### config.mk
export PLATFORM = sky130hd
export DESIGN_NAME = mem_port_arbiter_flat
export DESIGN_NICKNAME = d
export VERILOG_FILES = /design/src/rtl/mem_port_arbiter_pkg.sv /design/src/rtl/mem_port_arbiter_if.sv /design/src/rtl/mux_2x1_32bits.sv /design/src/rtl/mem_port_arbiter.sv /design/src/flat_wrapper.sv
export SDC_FILE = /design/constraint.sdc
export NUM_CORES = 1
export LEC_CHECK = 0
export BUFFER_PORTS_ARGS = -buffer_cell sky130_fd_sc_hd__buf_2
export CAP_MARGIN = 10
export CELL_PAD_IN_SITES_DETAIL_PLACEMENT = 1
export CELL_PAD_IN_SITES_GLOBAL_PLACEMENT = 2
export CORE_UTILIZATION = 24
export DETAILED_ROUTE_END_ITERATION = 10
export PLACE_DENSITY = 0.76
export SYNTH_ARGS = -nofsm -noshare
export SYNTH_HDL_FRONTEND = slang
export SYNTH_HIERARCHICAL = 1
export SYNTH_SLANG_ARGS = --single-unit
### constraint.sdc
create_clock -name CLK -period 1.76 [get_ports CLK]
set_clock_uncertainty 0.1 [all_clocks]
set_input_delay 0.088 -clock CLK [delete_from_list [all_inputs] [get_ports CLK]]
set_output_delay 0.088 -clock CLK [all_outputs]
set_load 0.05 [all_outputs]
### src/rtl/mem_port_arbiter_pkg.sv
// Shared definitions for the I/D memory port arbiter: state encoding,
// grant encoding, default sizing and the round-robin pick.
package mem_port_arbiter_pkg;

  typedef enum logic [1:0] {
    ST_IDLE    = 2'd0,
    ST_ACCESS  = 2'd1,
    ST_RELEASE = 2'd2
  } state_t;

  localparam logic GRANT_I = 1'b0;
  localparam logic GRANT_D = 1'b1;

  localparam int DEFAULT_DATA_W  = 32;
  localparam int DEFAULT_TIMEOUT = 255;
  localparam int CNT_W           = 8;

  // With both requesters pending, the one that did not win last time goes next.
  function automatic logic pick_grant(input logic i_pend,
                                      input logic d_pend,
                                      input logic last_grant);
    if (i_pend && d_pend) begin
      return ~last_grant;
    end else if (d_pend) begin
      return GRANT_D;
    end else begin
      return GRANT_I;
    end
  endfunction

endpackage

### src/rtl/mem_port_arbiter_if.sv
// Bundle of requester-side and memory-side signals around the arbiter.
// The arbiter uses the slave view; the CPU/memory environment uses the master view.
interface mem_port_arbiter_if
  import mem_port_arbiter_pkg::*;
#(
  parameter int DATA_W = DEFAULT_DATA_W
);

  logic              i_req;
  logic [DATA_W-1:0] i_addr;
  logic [DATA_W-1:0] i_rdata;
  logic              i_done;
  logic              i_busywait;

  logic              d_read;
  logic              d_write;
  logic [DATA_W-1:0] d_addr;
  logic [DATA_W-1:0] d_wdata;
  logic [DATA_W-1:0] d_rdata;
  logic              d_done;
  logic              d_busywait;

  logic              mem_read;
  logic              mem_write;
  logic [DATA_W-1:0] mem_addr;
  logic [DATA_W-1:0] mem_wdata;
  logic [DATA_W-1:0] mem_rdata;
  logic              mem_busywait;

  logic              err;

  modport slave (
    input  i_req, i_addr,
    output i_rdata, i_done, i_busywait,
    input  d_read, d_write, d_addr, d_wdata,
    output d_rdata, d_done, d_busywait,
    output mem_read, mem_write, mem_addr, mem_wdata,
    input  mem_rdata, mem_busywait,
    output err
  );

  modport master (
    output i_req, i_addr,
    input  i_rdata, i_done, i_busywait,
    output d_read, d_write, d_addr, d_wdata,
    input  d_rdata, d_done, d_busywait,
    input  mem_read, mem_write, mem_addr, mem_wdata,
    output mem_rdata, mem_busywait,
    input  err
  );

endinterface

### src/rtl/mux_2x1_32bits.sv
// Plain 2:1 word multiplexer; sel=0 passes in0, sel=1 passes in1.
module mux_2x1_32bits #(
  parameter int DATA_W = 32
) (
  input  logic [DATA_W-1:0] i_in0,
  input  logic [DATA_W-1:0] i_in1,
  input  logic              i_sel,
  output logic [DATA_W-1:0] o_out
);

  assign o_out = i_sel ? i_in1 : i_in0;

endmodule

### src/rtl/mem_port_arbiter.sv
// Shares one single-ported memory between instruction fetch (I, read-only)
// and data access (D, read/write), one transaction at a time.
module mem_port_arbiter
  import mem_port_arbiter_pkg::*;
#(
  parameter int DATA_W  = DEFAULT_DATA_W,
  parameter int TIMEOUT = DEFAULT_TIMEOUT
) (
  input logic               CLK,
  input logic               RESET_N,
  mem_port_arbiter_if.slave bus
);

  // state      | meaning
  // ST_IDLE    | no transaction; arbitrate pending requests at next edge
  // ST_ACCESS  | strobe held, waiting for mem_busywait low or timeout
  // ST_RELEASE | one quiet cycle so the requester can drop/update its request

  localparam logic [CNT_W-1:0] TIMEOUT_CNT = CNT_W'(TIMEOUT);
  localparam logic [CNT_W-1:0] CNT_MAX     = '1;

  state_t             r_state;
  logic               r_grant;
  logic               r_last_grant;
  logic               r_mem_read;
  logic               r_mem_write;
  logic               r_i_done;
  logic               r_d_done;
  logic               r_err;
  logic [CNT_W-1:0]   r_cnt;
  logic [DATA_W-1:0]  r_i_rdata;
  logic [DATA_W-1:0]  r_d_rdata;

  logic               w_i_pend;
  logic               w_d_pend;
  logic               w_next_grant;
  logic               w_d_wr_sel;
  logic               w_timeout;
  logic [CNT_W-1:0]   w_cnt_next;
  logic [DATA_W-1:0]  w_mem_addr;
  logic [DATA_W-1:0]  w_mem_wdata;

  assign w_i_pend     = bus.i_req;
  assign w_d_pend     = bus.d_read | bus.d_write;
  assign w_next_grant = pick_grant(w_i_pend, w_d_pend, r_last_grant);
  // A D request with d_write set is a write regardless of d_read.
  assign w_d_wr_sel   = (w_next_grant == GRANT_D) && bus.d_write;
  assign w_cnt_next   = (r_cnt == CNT_MAX) ? r_cnt : r_cnt + 1'b1;
  assign w_timeout    = (w_cnt_next >= TIMEOUT_CNT);

  mux_2x1_32bits #(.DATA_W(DATA_W)) u_addr_mux (
    .i_in0 (bus.i_addr),
    .i_in1 (bus.d_addr),
    .i_sel (r_grant),
    .o_out (w_mem_addr)
  );

  mux_2x1_32bits #(.DATA_W(DATA_W)) u_wdata_mux (
    .i_in0 ('0),
    .i_in1 (bus.d_wdata),
    .i_sel (r_grant),
    .o_out (w_mem_wdata)
  );

  always_ff @(posedge CLK or negedge RESET_N) begin
    if (!RESET_N) begin
      r_state      <= ST_IDLE;
      r_grant      <= GRANT_I;
      r_last_grant <= GRANT_I;
      r_mem_read   <= 1'b0;
      r_mem_write  <= 1'b0;
      r_i_done     <= 1'b0;
      r_d_done     <= 1'b0;
      r_err        <= 1'b0;
      r_cnt        <= '0;
      r_i_rdata    <= '0;
      r_d_rdata    <= '0;
    end else begin
      r_i_done <= 1'b0;
      r_d_done <= 1'b0;
      r_err    <= 1'b0;
      case (r_state)
        ST_IDLE: begin
          if (w_i_pend || w_d_pend) begin
            r_grant     <= w_next_grant;
            r_mem_write <= w_d_wr_sel;
            r_mem_read  <= ~w_d_wr_sel;
            r_state     <= ST_ACCESS;
          end
        end
        ST_ACCESS: begin
          if (bus.mem_busywait) begin
            r_cnt <= w_cnt_next;
            // Aborted grantee still becomes last_grant so a stuck access
            // cannot starve the other requester.
            if (w_timeout) begin
              r_mem_read   <= 1'b0;
              r_mem_write  <= 1'b0;
              r_err        <= 1'b1;
              r_i_done     <= (r_grant == GRANT_I);
              r_d_done     <= (r_grant == GRANT_D);
              r_last_grant <= r_grant;
              r_state      <= ST_RELEASE;
            end
          end else begin
            if (r_mem_read && (r_grant == GRANT_I)) begin
              r_i_rdata <= bus.mem_rdata;
            end
            if (r_mem_read && (r_grant == GRANT_D)) begin
              r_d_rdata <= bus.mem_rdata;
            end
            r_mem_read   <= 1'b0;
            r_mem_write  <= 1'b0;
            r_i_done     <= (r_grant == GRANT_I);
            r_d_done     <= (r_grant == GRANT_D);
            r_last_grant <= r_grant;
            r_state      <= ST_RELEASE;
          end
        end
        ST_RELEASE: begin
          r_cnt   <= '0;
          r_state <= ST_IDLE;
        end
        default: begin
          r_state <= ST_IDLE;
        end
      endcase
    end
  end

  assign bus.mem_read   = r_mem_read;
  assign bus.mem_write  = r_mem_write;
  assign bus.mem_addr   = w_mem_addr;
  assign bus.mem_wdata  = w_mem_wdata;
  assign bus.i_rdata    = r_i_rdata;
  assign bus.i_done     = r_i_done;
  assign bus.d_rdata    = r_d_rdata;
  assign bus.d_done     = r_d_done;
  assign bus.err        = r_err;
  assign bus.i_busywait = bus.i_req & ~r_i_done;
  assign bus.d_busywait = (bus.d_read | bus.d_write) & ~r_d_done;

endmodule

### src/flat_wrapper.sv
// flat-port wrapper written by rule: the top's interface ports become plain ports
module mem_port_arbiter_flat import mem_port_arbiter_pkg::*;
#(
  parameter int DATA_W  = DEFAULT_DATA_W,
  parameter int TIMEOUT = DEFAULT_TIMEOUT
)
  (CLK, RESET_N, bus_i_req, bus_i_addr, bus_i_rdata, bus_i_done, bus_i_busywait, bus_d_read, bus_d_write, bus_d_addr, bus_d_wdata, bus_d_rdata, bus_d_done, bus_d_busywait, bus_mem_read, bus_mem_write, bus_mem_addr, bus_mem_wdata, bus_mem_rdata, bus_mem_busywait, bus_err);
  mem_port_arbiter_if #(.DATA_W(DATA_W)) bus_i ();
  input logic CLK;
  input logic RESET_N;
  input wire logic [$bits(bus_i.i_req)-1:0] bus_i_req;
  input wire logic [$bits(bus_i.i_addr)-1:0] bus_i_addr;
  output wire logic [$bits(bus_i.i_rdata)-1:0] bus_i_rdata;
  output wire logic [$bits(bus_i.i_done)-1:0] bus_i_done;
  output wire logic [$bits(bus_i.i_busywait)-1:0] bus_i_busywait;
  input wire logic [$bits(bus_i.d_read)-1:0] bus_d_read;
  input wire logic [$bits(bus_i.d_write)-1:0] bus_d_write;
  input wire logic [$bits(bus_i.d_addr)-1:0] bus_d_addr;
  input wire logic [$bits(bus_i.d_wdata)-1:0] bus_d_wdata;
  output wire logic [$bits(bus_i.d_rdata)-1:0] bus_d_rdata;
  output wire logic [$bits(bus_i.d_done)-1:0] bus_d_done;
  output wire logic [$bits(bus_i.d_busywait)-1:0] bus_d_busywait;
  output wire logic [$bits(bus_i.mem_read)-1:0] bus_mem_read;
  output wire logic [$bits(bus_i.mem_write)-1:0] bus_mem_write;
  output wire logic [$bits(bus_i.mem_addr)-1:0] bus_mem_addr;
  output wire logic [$bits(bus_i.mem_wdata)-1:0] bus_mem_wdata;
  input wire logic [$bits(bus_i.mem_rdata)-1:0] bus_mem_rdata;
  input wire logic [$bits(bus_i.mem_busywait)-1:0] bus_mem_busywait;
  output wire logic [$bits(bus_i.err)-1:0] bus_err;
  assign bus_i.i_req = bus_i_req;
  assign bus_i.i_addr = bus_i_addr;
  assign bus_i_rdata = bus_i.i_rdata;
  assign bus_i_done = bus_i.i_done;
  assign bus_i_busywait = bus_i.i_busywait;
  assign bus_i.d_read = bus_d_read;
  assign bus_i.d_write = bus_d_write;
  assign bus_i.d_addr = bus_d_addr;
  assign bus_i.d_wdata = bus_d_wdata;
  assign bus_d_rdata = bus_i.d_rdata;
  assign bus_d_done = bus_i.d_done;
  assign bus_d_busywait = bus_i.d_busywait;
  assign bus_mem_read = bus_i.mem_read;
  assign bus_mem_write = bus_i.mem_write;
  assign bus_mem_addr = bus_i.mem_addr;
  assign bus_mem_wdata = bus_i.mem_wdata;
  assign bus_i.mem_rdata = bus_mem_rdata;
  assign bus_i.mem_busywait = bus_mem_busywait;
  assign bus_err = bus_i.err;
  mem_port_arbiter #(.DATA_W(DATA_W), .TIMEOUT(TIMEOUT)) u_core (.CLK(CLK), .RESET_N(RESET_N), .bus(bus_i));
endmodule
# Yosys cells after proc, flatten, opt, wreduce, memory -nomap -nowiden
# Index checks and enable logic that the tools add are counted.
[totals] ff_bits=81 elab_cells=72
[op_classes] addsub=1 magnitude_cmp=1 eq_ne=7 mux=28 n_bitwise=9 n_reduce_logical=15
[ops] cell="$mux W32" count=2
[ops] cell="$mux W1" count=17
[ops] cell="$mux W8" count=2
[ops] cell="$pmux W8 S2" count=1
[ops] cell="$reduce_and A3 Y1" count=3
[ops] cell="$add A8 B1 Y8 const B" count=1
[ops] cell="$eq A8 B8 Y1 const B" count=1
[ops] cell="$ge A8 B8 Y1 const B" count=1
[ops] cell="$reduce_and A2 Y1" count=4
[ops] cell="$mux W2" count=3
[ops] cell="$not A1 Y1" count=6
[ops] cell="$logic_and A1 B1 Y1" count=4
[ops] cell="$ne A2 B1 Y1 const B" count=2
[ops] cell="$pmux W1 S2" count=2
[ops] cell="$pmux W2 S2" count=1
[ops] cell="$reduce_bool A2 Y1" count=2
[ops] cell="$ne A3 B2 Y1 const B" count=1
[ops] cell="$and A1 B1 Y1" count=2
[ops] cell="$eq A2 B1 Y1 const B" count=1
[ops] cell="$eq A2 B2 Y1 const B" count=1
[ops] cell="$logic_not A2 Y1" count=1
[ops] cell="$ne A2 B2 Y1 const B" count=1
[ops] cell="$logic_or A1 B1 Y1" count=1
[ops] cell="$or A1 B1 Y1" count=1

# Longest topological paths before layout
# Gate-level depths: netlist of run 1.
[logic_depth] word_depth=7 ltp_mapped=6 ltp_nobuf=6

# Modules after synthesis
# Netlist of run 1, hierarchy kept.
[modules_own_cells] mod="mem_port_arbiter" n_inst=1 cells_each=246 area_each_um2=3524.6 seq_area_each_um2=2026.9
[modules_own_cells] mod="mux_2x1_32bits" n_inst=2 cells_each=36 area_each_um2=544.3 seq_area_each_um2=0.0

# Least setup slack after synthesis of run 1
# Ideal clock, no wire load.
[synth_timing] kind="register to register" startpoint="register u_core.r_cnt[0]" endpoint="register u_core.r_mem_read, in the netlist u_core/bus.mem_read" t_arrival_ns=1.723 required_ns=1.553 path_slack_ns=-0.170 stages_incl_launch_ff=7 n_path_buf=0 synth_period_minus_slack_ns=1.930 cell_sequence="dfrtp_1 > ha_1 > maj3_2 > a2bb2oi_2 > a311oi_1 > and3_4 > a2111oi_4"
[synth_via] elab_chain_len=5
[synth_rtl] item="start: declaration" line_no="mem_port_arbiter.sv:30" rtl="logic [CNT_W-1:0] r_cnt;"
[synth_rtl] item="start signal: assignment" line_no="mem_port_arbiter.sv:93" rtl="r_cnt <= w_cnt_next;"
[synth_rtl] item="$add A8 B1 Y8 or $eq A8 B8 Y1 (tied branches)" line_no="mem_port_arbiter.sv:48" rtl="assign w_cnt_next = (r_cnt == CNT_MAX) ? r_cnt : r_cnt + 1'b1;"
[synth_rtl] item="$mux W8 *" line_no="mem_port_arbiter.sv:48"
[synth_rtl] item="$ge A8 B8 Y1 *" line_no="mem_port_arbiter.sv:49" rtl="assign w_timeout = (w_cnt_next >= TIMEOUT_CNT);"
[synth_rtl] item="$ne A3 B2 Y1 (no source line) *"
[synth_rtl] item="$reduce_and A3 Y1 (no source line) *"
[synth_rtl] item="end signal: assignment" line_no="mem_port_arbiter.sv:87" rtl="r_mem_read <= ~w_d_wr_sel;"
[synth_rtl] item="end: declaration" line_no="mem_port_arbiter.sv:25" rtl="logic r_mem_read;"
# Mark *: on every way between the ends. The rest lies on a longest branch, timed or not.
# A chain may end at the register's enable or synchronous reset.

# Worst setup path after layout of run 1
[layout_timing] startpoint="register u_core.r_grant" endpoint="output port bus_mem_addr[5]"
[layout_via] elab_chain_len=1
[layout_rtl] item="start: declaration" line_no="mem_port_arbiter.sv:23" rtl="logic r_grant;"
[layout_rtl] item="start signal: assignment" line_no="mem_port_arbiter.sv:85" rtl="r_grant <= w_next_grant;"
[layout_rtl] item="$mux W32" line_no="mux_2x1_32bits.sv:11" rtl="assign o_out = i_sel ? i_in1 : i_in0;"
[layout_rtl] item="end: declaration" line_no="flat_wrapper.sv:25" rtl="output wire logic [$bits(bus_i.mem_addr)-1:0] bus_mem_addr;"
# Every way passes these cells.

==> results of run 1 <==
[worst max-delay path, cell delays in order (launching register included)]
cell	delay, ns
dfrtp_4	0.51
buf_12	0.17
buf_16	0.15
mux2_4	0.34
buf_8	0.16
[power by group]
group	switching [uW]	internal, uW	leakage, uW	total, uW
Sequential	564	2720	0.000995	3280
Combinational	6890	4690	0.00313	11600
Clock	750	1270	0.000159	2020
[synth_stat cells, drive strengths merged (2+ instances only)]
library cell / count
mux2: 128
dfrtp: 81
buf: 17
nand2: 15
a21oi: 12
o21ai: 10
nor2: 8
and3: 6
nand3: 5
and2: 3
inv: 3
mux2i: 3
a31oi: 2
[cells in the final DEF, fill, tap and decap left out, types with 2 or more instances in the layout]
| cell type | count |
|---|---|
| a21oi_1 | 11 |
| a31oi_1 | 2 |
| and2_1 | 2 |
| and3_1 | 2 |
| and3_2 | 2 |
| and3_4 | 2 |
| buf_12 | 14 |
| buf_16 | 4 |
| buf_2 | 203 |
| buf_4 | 21 |
| buf_6 | 57 |
| buf_8 | 7 |
| bufinv_16 | 2 |
| clkbuf_16 | 20 |
| clkinv_2 | 2 |
| conb_1 | 32 |
| dfrtp_1 | 76 |
| dfrtp_2 | 4 |
| dlygate4sd3_1 | 33 |
| inv_1 | 2 |
| mux2_2 | 6 |
| mux2_4 | 122 |
| mux2i_1 | 3 |
| nand2_1 | 13 |
| nand3_1 | 3 |
| nor2_1 | 7 |
| o21ai_0 | 7 |
| o21ai_2 | 2 |
[registers in the layout, indices dropped and copies added, names as in the netlist, 2 cells and up]
| name | flops |
|---|---|
| u_core/bus.d_rdata | 32 |
| u_core/r_cnt | 8 |
| u_core/bus.i_rdata | 32 |
| u_core/r_state | 2 |
[area by class of cell]
type	count	area (um2)
Clock buffer	10	239.0
Clock inverter	5	78.83
Fill cell	2026	10540
Inverter	3	11.26
Multi-Input combinational cell	247	2656
Sequential cell	81	2036
Tap cell	234	292.8
Timing Repair Buffer	350	2917
[final timing paths]
kind	depth (start not counted)	startpoint	to
worst max-delay path	4	u_core/r_grant	bus_mem_addr[5]
max in group asynchronous	3	RESET_N	u_core/bus.i_rdata[6]
worst max register to register	7	u_core/r_cnt[0]	u_core/r_state[0]
worst min-delay path	3	bus_mem_busywait	u_core/r_state[1]
min in group asynchronous	2	RESET_N	u_core/bus.i_rdata[1]
worst min register to register	1	u_core/bus.d_rdata[28]	u_core/bus.d_rdata[28]
[routing by layer]
layer / wire length (um) / vias to the layer above / track usage
li1: - / 1868 / -
met1: 7022 / 2096 / 0.1780
met2: 10380 / 193 / 0.3417
met3: 1292 / 19 / 0.04450
met4: 361 / 2 / 0.05092
met5: 13 / - / 0
[kinds of logic (layout without fill, tap and decap cells)]
kind of cell               after synthesis  in the layout  synth area share
AOI/OAI and AO/OA                       36             36           0.05533
adders and majority gates                2              2          0.005153
buffers and inverters                   21            368           0.05153
DFF                                     81             81            0.4394
muxes                                  131            131            0.3922
other                                    1             32         0.0008129
and+or+nand+nor                         46             46           0.05560
[timing repair]
item / 4_1_cts / 5_1_grt
hold buffers: 33 / 0
setup buffers: 6 / 4
resized for setup: 135 / 56
cloned: 3 / 13
pin swaps: 7 / 7
setup endpoints to repair: 135 / 137
hold endpoints to repair: 103 / 0
[per-stage QoR]
stage               setup TNS [ns]  power (uW)  setup slack, ns
finish                      -4.606       16890         -0.09769
global route                -9.311       17500          -0.1395
CTS                         -7.349       15910          -0.1004
detailed placement         -0.8824       12810          -0.1270
global placement          -0.06802       12620         -0.06336
floorplan                 -0.08068       10660         -0.08068
==> flow_summary_export.csv, run 1 <==
group,metric,value,unit
floorplanning,coreArea,18770,um2
worst_setup_path,end_kind,"primary output",
logic_synthesis,synth.distinct_cells,47,
place,placed_area,6495,um2
floorplanning,die_w,140.6,um
logic_synthesis,synth_cells,318,
timing,hold_ws,0.001632,ns
worst_setup_path,worstSetupStartpointType,"flop",
timing,period_share,1.056,
place,place_hpwl,13130,um
route,drt_iter0_drc,145,
timing,min_period,1.858,ns
logic_synthesis,netlist_top_cells_area,"dfrtp_1 (44%), mux2_4 (29%), mux2_2 (9.3%), buf_12 (2.6%), buf_6 (1.5%)",
route,drc,0,
status,outcome,"finished with violations",
global_routing,gr-total-overflow,0,
power_and_ir_drop,p_leak,0.004287,uW
global_routing,grt_pass1_vias,4585,
logic_synthesis,synth_top_area_share,0.4394,
logic_synthesis,ys_warn_count,6,
floorplanning,dieArea,19780,um2
timing,worst_pin_slew,0.5771,ns
route,ant_nets,0,
floorplanning,die_h,140.6,um
logic_synthesis,syn_area,4613,um2
clock_tree,insertion_delay,0.33,ns
cells_and_area,fin_nets,827,
cells_and_area,stdcell_count,930,
timing,setup-violations-final,91,
route,wl_per_cell,20.50,um
timing,relSlewSlack,0.6152,
worst_setup_path,arrival,1.67,ns
clock_tree,clockBufferDepth,2,
worst_setup_path,r2r_setup_slack,-0.09,ns
clock_tree,cts_root_buffer,"clkbuf_16",
timing,hold_viol,0,
floorplanning,rows,50,
route,first_pass_iters,4,
place,dpl.cell_count,858,
worst_setup_path,critical_path_class,"flop to primary output",
flow_run,maxCapViolations,0,
floorplanning,start_util,0.2458,
worst_setup_path,worstPathRequired,1.57,ns
floorplanning,pin_count,269,
cells_and_area,post-route-util,0.4385,
clock_tree,tritoncts.num_buffers,9,
route,routed_via_density,4.492,
power_and_ir_drop,power.density,2052,nW/um2
global_routing,grt_usage,0.1735,
logic_synthesis,syn_area_per_cell,14.51,um2
logic_synthesis,ys_seq_area_frac,0.4394,
timing,drv_slew,0,
place,gp_congestion,0.8338,
logic_synthesis,yosysTopAreaCell,"dfrtp_1",
worst_setup_path,path_max_fanout,7,
logic_synthesis,synth_async_sr_flop_share,1.000,
global_routing,antenna_found_initial,1,
power_and_ir_drop,peakVddDrop,0.001098,V
logic_synthesis,ys_ff_latch,81,
route,vias,4178,
cells_and_area,design_area,8230,um2
cells_and_area,syn_to_final_growth,78.41,%
place,io_buffers,268,
timing,setup_ws,-0.09769,ns
global_routing,grt_pass1_wl,26120,um
status,failed_checks,"setup timing",
logic_synthesis,synth-main-ff-cell,"dfrtp_1",
logic_synthesis,synth-edff-count,0,
clock_tree,cts_tree,"built",
cells_and_area,layout-drive-gt1-share,0.7069,
global_routing,grt_max_degree,42,
clock_tree,cts_max_level,3,
clock_tree,cts_num_sinks,81,
route,drt-total-wl,19070,um
cells_and_area,diodes,0,
worst_hold_path,hold_class,"input port to flop",
clock_tree,cts.reportedPaths.clkPinSlew,0.06,ns
timing,rsz0062_at_grt,"yes",
timing,fmax,538.3,MHz
Power figures use the tool's default switching activity.
==> run 2: changes to the inputs <==
--- a/config.mk
+++ b/config.mk
@@ -9,9 +9,9 @@
 export CAP_MARGIN = 10
 export CELL_PAD_IN_SITES_DETAIL_PLACEMENT = 1
 export CELL_PAD_IN_SITES_GLOBAL_PLACEMENT = 2
-export CORE_UTILIZATION = 24
+export CORE_UTILIZATION = 27
 export DETAILED_ROUTE_END_ITERATION = 10
-export PLACE_DENSITY = 0.76
+export PLACE_DENSITY = 0.81
 export SYNTH_ARGS = -nofsm -noshare
 export SYNTH_HDL_FRONTEND = slang
 export SYNTH_HIERARCHICAL = 1
==> constraint.sdc (replaced) <==
create_clock -name CLK -period 1.93 [get_ports CLK]
set_clock_uncertainty 0.1 [all_clocks]
set_input_delay 0.0965 -clock CLK [delete_from_list [all_inputs] [get_ports CLK]]
set_output_delay 0.0965 -clock CLK [all_outputs]
set_load 0.05 [all_outputs]
==> run 2 against run 1 <==
Count of clock-buffer cells in the layout is the same. Flip-flop and latch count stayed put. First-iteration DRC count shrank 7.6%. Combinational power decreased by 24%. Critical path depth unchanged. Clock power shrank 7%. Register-to-register slack gained 0.15 ns. Final area is 13% lower. Critical endpoint is now bus_mem_addr[20]. The run now ends clean. Largest cell class is now multi-input gates. Sequential share of layout area is 3.7 points higher. Setup slack gained 0.12 ns.
==> flow_summary_export.csv, run 2 (synthesized netlist as in run 1, its figures left out) <==
group,metric,value,unit
worst_setup_path,crit_buf_inv,3,
worst_hold_path,hold_class,"input port to flop",
worst_setup_path,critical_path_class,"flop to primary output",
power_and_ir_drop,pwr-share-clk,0.138,
route,ant_nets,0,
clock_tree,cts.reportedPaths.clkPinSlew,0.06,ns
status,outcome,"finished clean",
place,place_hpwl,11910,um
global_routing,grt.busiest_layer,"met2",
worst_hold_path,hp-start,"bus_d_write",
power_and_ir_drop,swShare,0.5138,
timing,fmax,523.4,MHz
timing,setup-violations-final,0,
global_routing,grt_usage,0.1778,
route,routed_via_density,4.497,
cells_and_area,layout_commonest_cell,"buf_2",
power_and_ir_drop,p_comb_frac,0.647,
clock_tree,cts_tree,"built",
cells_and_area,fillers,1882,
global_routing,grt_pass1_wl,24390,um
worst_setup_path,arrival,1.71,ns
clock_tree,insertion_delay,0.34,ns
route,drc,0,
worst_hold_path,whs_path_depth,3,
global_routing,use_met1,0.1890,
worst_setup_path,rr_startpoint,"u_core/r_cnt[0]",
global_routing,met2_usage,0.3365,
route,first_pass_iters,4,
global_routing,antenna_found_initial,1,
floorplanning,dieArea,17610,um2
power_and_ir_drop,cell_internal_pwr,6639,uW
cells_and_area,design_area,7148,um2
timing,period_share,0.9900,
floorplanning,pin_count,269,
route,vias,3993,
clock_tree,cts_num_sinks,81,
power_and_ir_drop,power.sequential.fraction,0.215,
cells_and_area,final_cell_mix,"buf_2 (234), mux2_4 (90), dfrtp_1 (79)",
cells_and_area,fin_nets,797,
clock_tree,postCtsSetupBuffers,0,
worst_setup_path,end_kind,"primary output",
clock_tree,cts_max_level,3,
worst_setup_path,critPathSlowestCell,"dfrtp_4",
place,gp_congestion,0.8621,
power_and_ir_drop,p_leak,0.003780,uW
floorplanning,die_h,132.7,um
place,io_buffers,268,
cells_and_area,syn_to_final_growth,54.95,%
flow_run,maxCapViolations,0,
place,placed_area,6307,um2
worst_setup_path,worstPathRequired,1.73,ns
place,dpl.cell_count,836,
timing,min_period,1.911,ns
timing,hold_viol,0,
global_routing,grt_max_degree,34,
clock_tree,tritoncts.num_buffers,9,
global_routing,grt_util_met3,0.04789,
timing,rsz0062_at_grt,"yes",
floorplanning,start_util,0.2772,
power_and_ir_drop,p_sw,7016,uW
route,drt-total-wl,15760,um
worst_setup_path,worstRegToRegCells,6,
clock_tree,cts_root_buffer,"clkbuf_16",
worst_setup_path,path_max_fanout,10,
timing,drv_slew,0,
worst_setup_path,crit_chain,"buf_12 > buf_4 > mux2_4 > buf_2",
clock_tree,clockBufferDepth,2,
worst_setup_path,cp_top_family,"buffers and inverters",
power_and_ir_drop,power.density,1910,nW/um2
power_and_ir_drop,peakVddDrop,0.0009579,V
worst_setup_path,rr_endpoint,"u_core/bus.mem_read",
route,drt_iter0_drc,134,
cells_and_area,layout-drive-gt1-share,0.6762,
worst_setup_path,cpPeakStageDelay,0.50,ns
floorplanning,coreArea,16640,um2
route,wl_per_cell,17.75,um
cells_and_area,stdcell_count,888,
global_routing,gr-total-overflow,0,
floorplanning,die_w,132.7,um
global_routing,grt_pass1_vias,4401,
worst_hold_path,min_to,"u_core/r_state[0]",
floorplanning,rows,47,
worst_setup_path,worstSetupStartpointType,"flop",
worst_setup_path,r2r_setup_slack,0.06,ns
## run 2: changes by cell type in the layout (fill, tap and decap cells not counted), sizes merged
cell	previous run	this run
clkinvlp	0	1
diode	0	1
buf	306	284
dlygate4sd3	33	34
clkbuf	21	12
## run 2: worst reg2reg max path, cell delays in order, from the launching register on
cell and delay [ns]:
dfrtp_1 0.41, ha_4 0.19, maj3_2 0.31, a2bb2oi_2 0.14, a311oi_2 0.06, and3_4 0.22, a2111oi_4 0.34
## run 2: stage by stage
step / worst slack (ns) / total power, uW / hold slack [ns] / setup TNS (ns) / util
2_1_floorplan: 0.00007327 / 9699 / -0.2991 / 0 / -
3_3_place_gp: 0.04400 / 11250 / -0.02195 / 0 / 0.3790
3_5_place_dp: -0.04900 / 11430 / -0.008580 / -0.06400 / 0.3790
4_1_cts: 0.002026 / 13680 / 0.04196 / 0 / 0.4267
5_1_grt: -0.01011 / 14190 / 0.1032 / -0.02094 / 0.4295
6_report: 0.01939 / 13660 / 0.04226 / 0 / 0.4295
## run 2: how the worst max path moves through the flow
stage	slack, ns	cells after the start	endpoint	start
floorplan	0.00007	6	u_core/bus.mem_read	u_core/r_cnt[0]
finish	0.02	4	bus_mem_addr[20]	u_core/r_grant
CTS	0.002	4	bus_mem_wdata[0]	u_core/r_grant
global placement	0.04	6	u_core/bus.mem_read	u_core/r_cnt[0]
detailed placement	-0.05	6	u_core/bus.mem_read	u_core/r_cnt[0]
global route	-0.01	4	bus_mem_addr[20]	u_core/r_grant
## run 2: layout make-up
type                    instances  area (um2)  area share
diodes                          1       2.502   0.0003501
clock inverters                 6       90.09     0.01260
multi-input cells             247        2487      0.3480
clock buffers                  10       239.0     0.03343
well taps                     220       275.3     0.03851
repair buffers                320        2011      0.2813
flip-flops and latches         81        2032      0.2843
inverters                       3       11.26    0.001575
## run 2: power by group through the flow
| stage | Sequential, uW | Clock (uW) | Combinational (uW) |
|---|---|---|---|
| 6_report | 2940 | 1880 | 8840 |
| 5_1_grt | 3020 | 1980 | 9180 |
| 4_1_cts | 2930 | 1930 | 8820 |
| 2_1_floorplan | 5330 | 0 | 4370 |
| 3_3_place_gp | 2870 | 0 | 8380 |
| 3_5_place_dp | 2910 | 0 | 8520 |
## run 2: per-layer routing
metal,routed length (um),vias up
met5,0,-
met4,314,0
met3,1133,19
met2,8346,186
met1,5963,1978
li1,-,1810
## run 2: repair_timing
item,4_1_cts,5_1_grt
hold buffers,34,0
cloned,1,0
resized for setup,31,26
hold endpoints to repair,98,0
endpoints found under the setup margin,58,20
pin swaps,2,3
==> run 3: changes to the inputs <==
--- a/config.mk
+++ b/config.mk
@@ -11,7 +11,7 @@
 export CELL_PAD_IN_SITES_GLOBAL_PLACEMENT = 2
 export CORE_UTILIZATION = 27
 export DETAILED_ROUTE_END_ITERATION = 10
-export PLACE_DENSITY = 0.81
+export PLACE_DENSITY_LB_ADDON = 0.1
 export SYNTH_ARGS = -nofsm -noshare
 export SYNTH_HDL_FRONTEND = slang
 export SYNTH_HIERARCHICAL = 1
==> run 3 against run 2 <==
Power down 0.59%. First-iteration DRC count shrank 37%. Largest power group unchanged. Critical path depth unchanged. Via count fell by 3.1%. Critical path type unchanged. Combinational power about the same. Count of clock-buffer cells in the layout shrank 1. Sequential power decreased by 1%.
==> flow_summary_export.csv, run 3 (synthesized netlist as in run 1, its figures left out) <==
group,metric,value,unit
timing,relSlewSlack,0.6318,
place,pre_cts_ws,-0.009447,ns
route,drt_iter0_drc,85,
timing,setup_ws,0.02496,ns
clock_tree,tritoncts.num_buffers,9,
power_and_ir_drop,pwr-share-clk,0.135,
cells_and_area,ff_latch_area,2031,um2
worst_setup_path,rr_startpoint,"u_core/r_cnt[1]",
timing,rsz0062_at_grt,"yes",
clock_tree,cts_num_sinks,81,
route,wl_per_cell,17.41,um
global_routing,grt_max_degree,42,
global_routing,gr-total-overflow,0,
place,io_buffers,268,
cells_and_area,layout-drive-gt1-share,0.6747,
worst_setup_path,end_kind,"primary output",
timing,fmax,524.9,MHz
power_and_ir_drop,power.sequential.fraction,0.214,
clock_tree,cts_tree,"built",
timing,drv_slew,0,
power_and_ir_drop,swShare,0.5141,
worst_setup_path,critical_path_class,"flop to primary output",
floorplanning,rows,47,
cells_and_area,multi_input_area,2492,um2
global_routing,grt_pass1_vias,4227,
timing,fin_setup_tns,0,ns
floorplanning,start_util,0.2772,
place,place_hpwl,11880,um
global_routing,grt_pass1_wl,24210,um
clock_tree,cts_root_buffer,"clkbuf_16",
route,routed_via_density,4.363,
worst_setup_path,path_max_fanout,11,
timing,period_share,0.9871,
worst_setup_path,r2r_setup_slack,0.02,ns
power_and_ir_drop,peakVddDrop,0.0009344,V
floorplanning,coreArea,16640,um2
power_and_ir_drop,cell_internal_pwr,6596,uW
power_and_ir_drop,p_sw,6979,uW
worst_setup_path,crit_start,"u_core/r_grant",
worst_setup_path,cp_top_family,"buffers and inverters",
global_routing,antenna_found_initial,0,
clock_tree,clockBufferDepth,2,
floorplanning,die_w,132.7,um
flow_run,maxCapViolations,0,
route,first_pass_iters,4,
worst_setup_path,worstPathRequired,1.73,ns
clock_tree,cts_max_level,3,
floorplanning,pin_count,269,
worst_setup_path,arrival,1.71,ns
worst_setup_path,critPathSlowestCell,"dfrtp_4",
place,gp_congestion,0.7836,
cells_and_area,diodes,0,
timing,hold_viol,0,
cells_and_area,syn_to_final_growth,55.28,%
power_and_ir_drop,p_comb_frac,0.651,
worst_hold_path,hold_class,"input port to flop",
worst_setup_path,path_depth,4,
timing,hold_ws,0.006327,ns
worst_setup_path,worstSetupStartpointType,"flop",
power_and_ir_drop,power.density,1895,nW/um2
cells_and_area,fillers,1890,
worst_setup_path,cpPeakStageDelay,0.48,ns
status,outcome,"finished clean",
route,drc,0,
clock_tree,insertion_delay,0.33,ns
worst_setup_path,crit_buf_inv,3,
route,ant_nets,0,
worst_setup_path,cp-endpoint,"bus_mem_wdata[21]",
route,vias,3870,
worst_setup_path,worstRegToRegCells,6,
timing,worst_pin_slew,0.5523,ns
route,drt-total-wl,15440,um
global_routing,grt_usage,0.1775,
clock_tree,cts.reportedPaths.clkPinSlew,0.06,ns
worst_setup_path,crit_chain,"buf_8 > buf_4 > mux2_4 > buf_2",
timing,setup-violations-final,0,
floorplanning,die_h,132.7,um
cells_and_area,layout_commonest_cell,"buf_2",
floorplanning,dieArea,17610,um2
worst_setup_path,rr_endpoint,"u_core/bus.mem_read",
power_and_ir_drop,p_leak,0.003788,uW
timing,min_period,1.905,ns
cells_and_area,final_cell_mix,"buf_2 (248), mux2_4 (90), dfrtp_1 (80)",
cells_and_area,fin_nets,798,
## run 3: how the worst min path moves through the flow
stage | startpoint | end | slack [ns] | depth (start not counted)
finish | bus_i_req | u_core/r_grant | 0.006 | 4
global route | bus_i_req | u_core/r_grant | 0.03 | 4
CTS | bus_i_req | u_core/r_grant | 0.01 | 4
detailed placement | RESET_N | u_core/bus.d_rdata[4] | 0.03 | 1
global placement | RESET_N | u_core/bus.d_rdata[4] | 0.02 | 1
floorplan | RESET_N | u_core/bus.d_done | -0.30 | 0
## run 3: metal layers
layer,routed length [um],track usage,part of all wire,vias up
met3,1202,0.05862,0.078,12
li1,-,-,-,1815
met4,148,0.04151,0.0096,0
met1,5908,0.1905,0.38,1882
met5,0,0,0,-
met2,8181,0.3333,0.53,161
## run 3: power by group through the flow
stage	Sequential [uW]	Combinational, uW	Clock [uW]
after floorplan	5330	4370	0
after global placement	2870	8460	0
after detailed placement	2900	8520	0
after CTS	2900	8900	1900
after global routing	3010	9200	1960
final	2900	8840	1840
## run 3: through the flow
| stage | utilization | cell area, um2 | cells | power, uW |
|---|---|---|---|---|
| after floorplan | - | 4730 | 349 | 9699 |
| after global placement | 0.3797 | 6320 | 837 | 11330 |
| after detailed placement | 0.3797 | 6320 | 837 | 11420 |
| after CTS | 0.4292 | 7143 | 887 | 13700 |
| after global routing | 0.4304 | 7163 | 887 | 14170 |
| final | 0.4304 | 7163 | 887 | 13580 |
## run 3: final cells by class
class | count | area share
clock buffer | 9 | 0.03144
multi-input combinational | 247 | 0.3479
inverter | 3 | 0.001572
sequential | 81 | 0.2835
tap | 220 | 0.03843
clock inverter | 6 | 0.01293
timing repair buffer | 321 | 0.2842
## run 3: worst min-delay path: stages
cell	delay, ns
buf_2	0.12
nand2_1	0.05
nand2_1	0.04
o21ai_0	0.08
## run 3: repair_timing
action	4_1_cts	5_1_grt
gates resized for setup	43	3
hold buffers	34	0
endpoints found under the hold margin	106	0
setup endpoints to repair	52	16
cloned	1	0
setup buffers	0	0
pin swaps	0	2
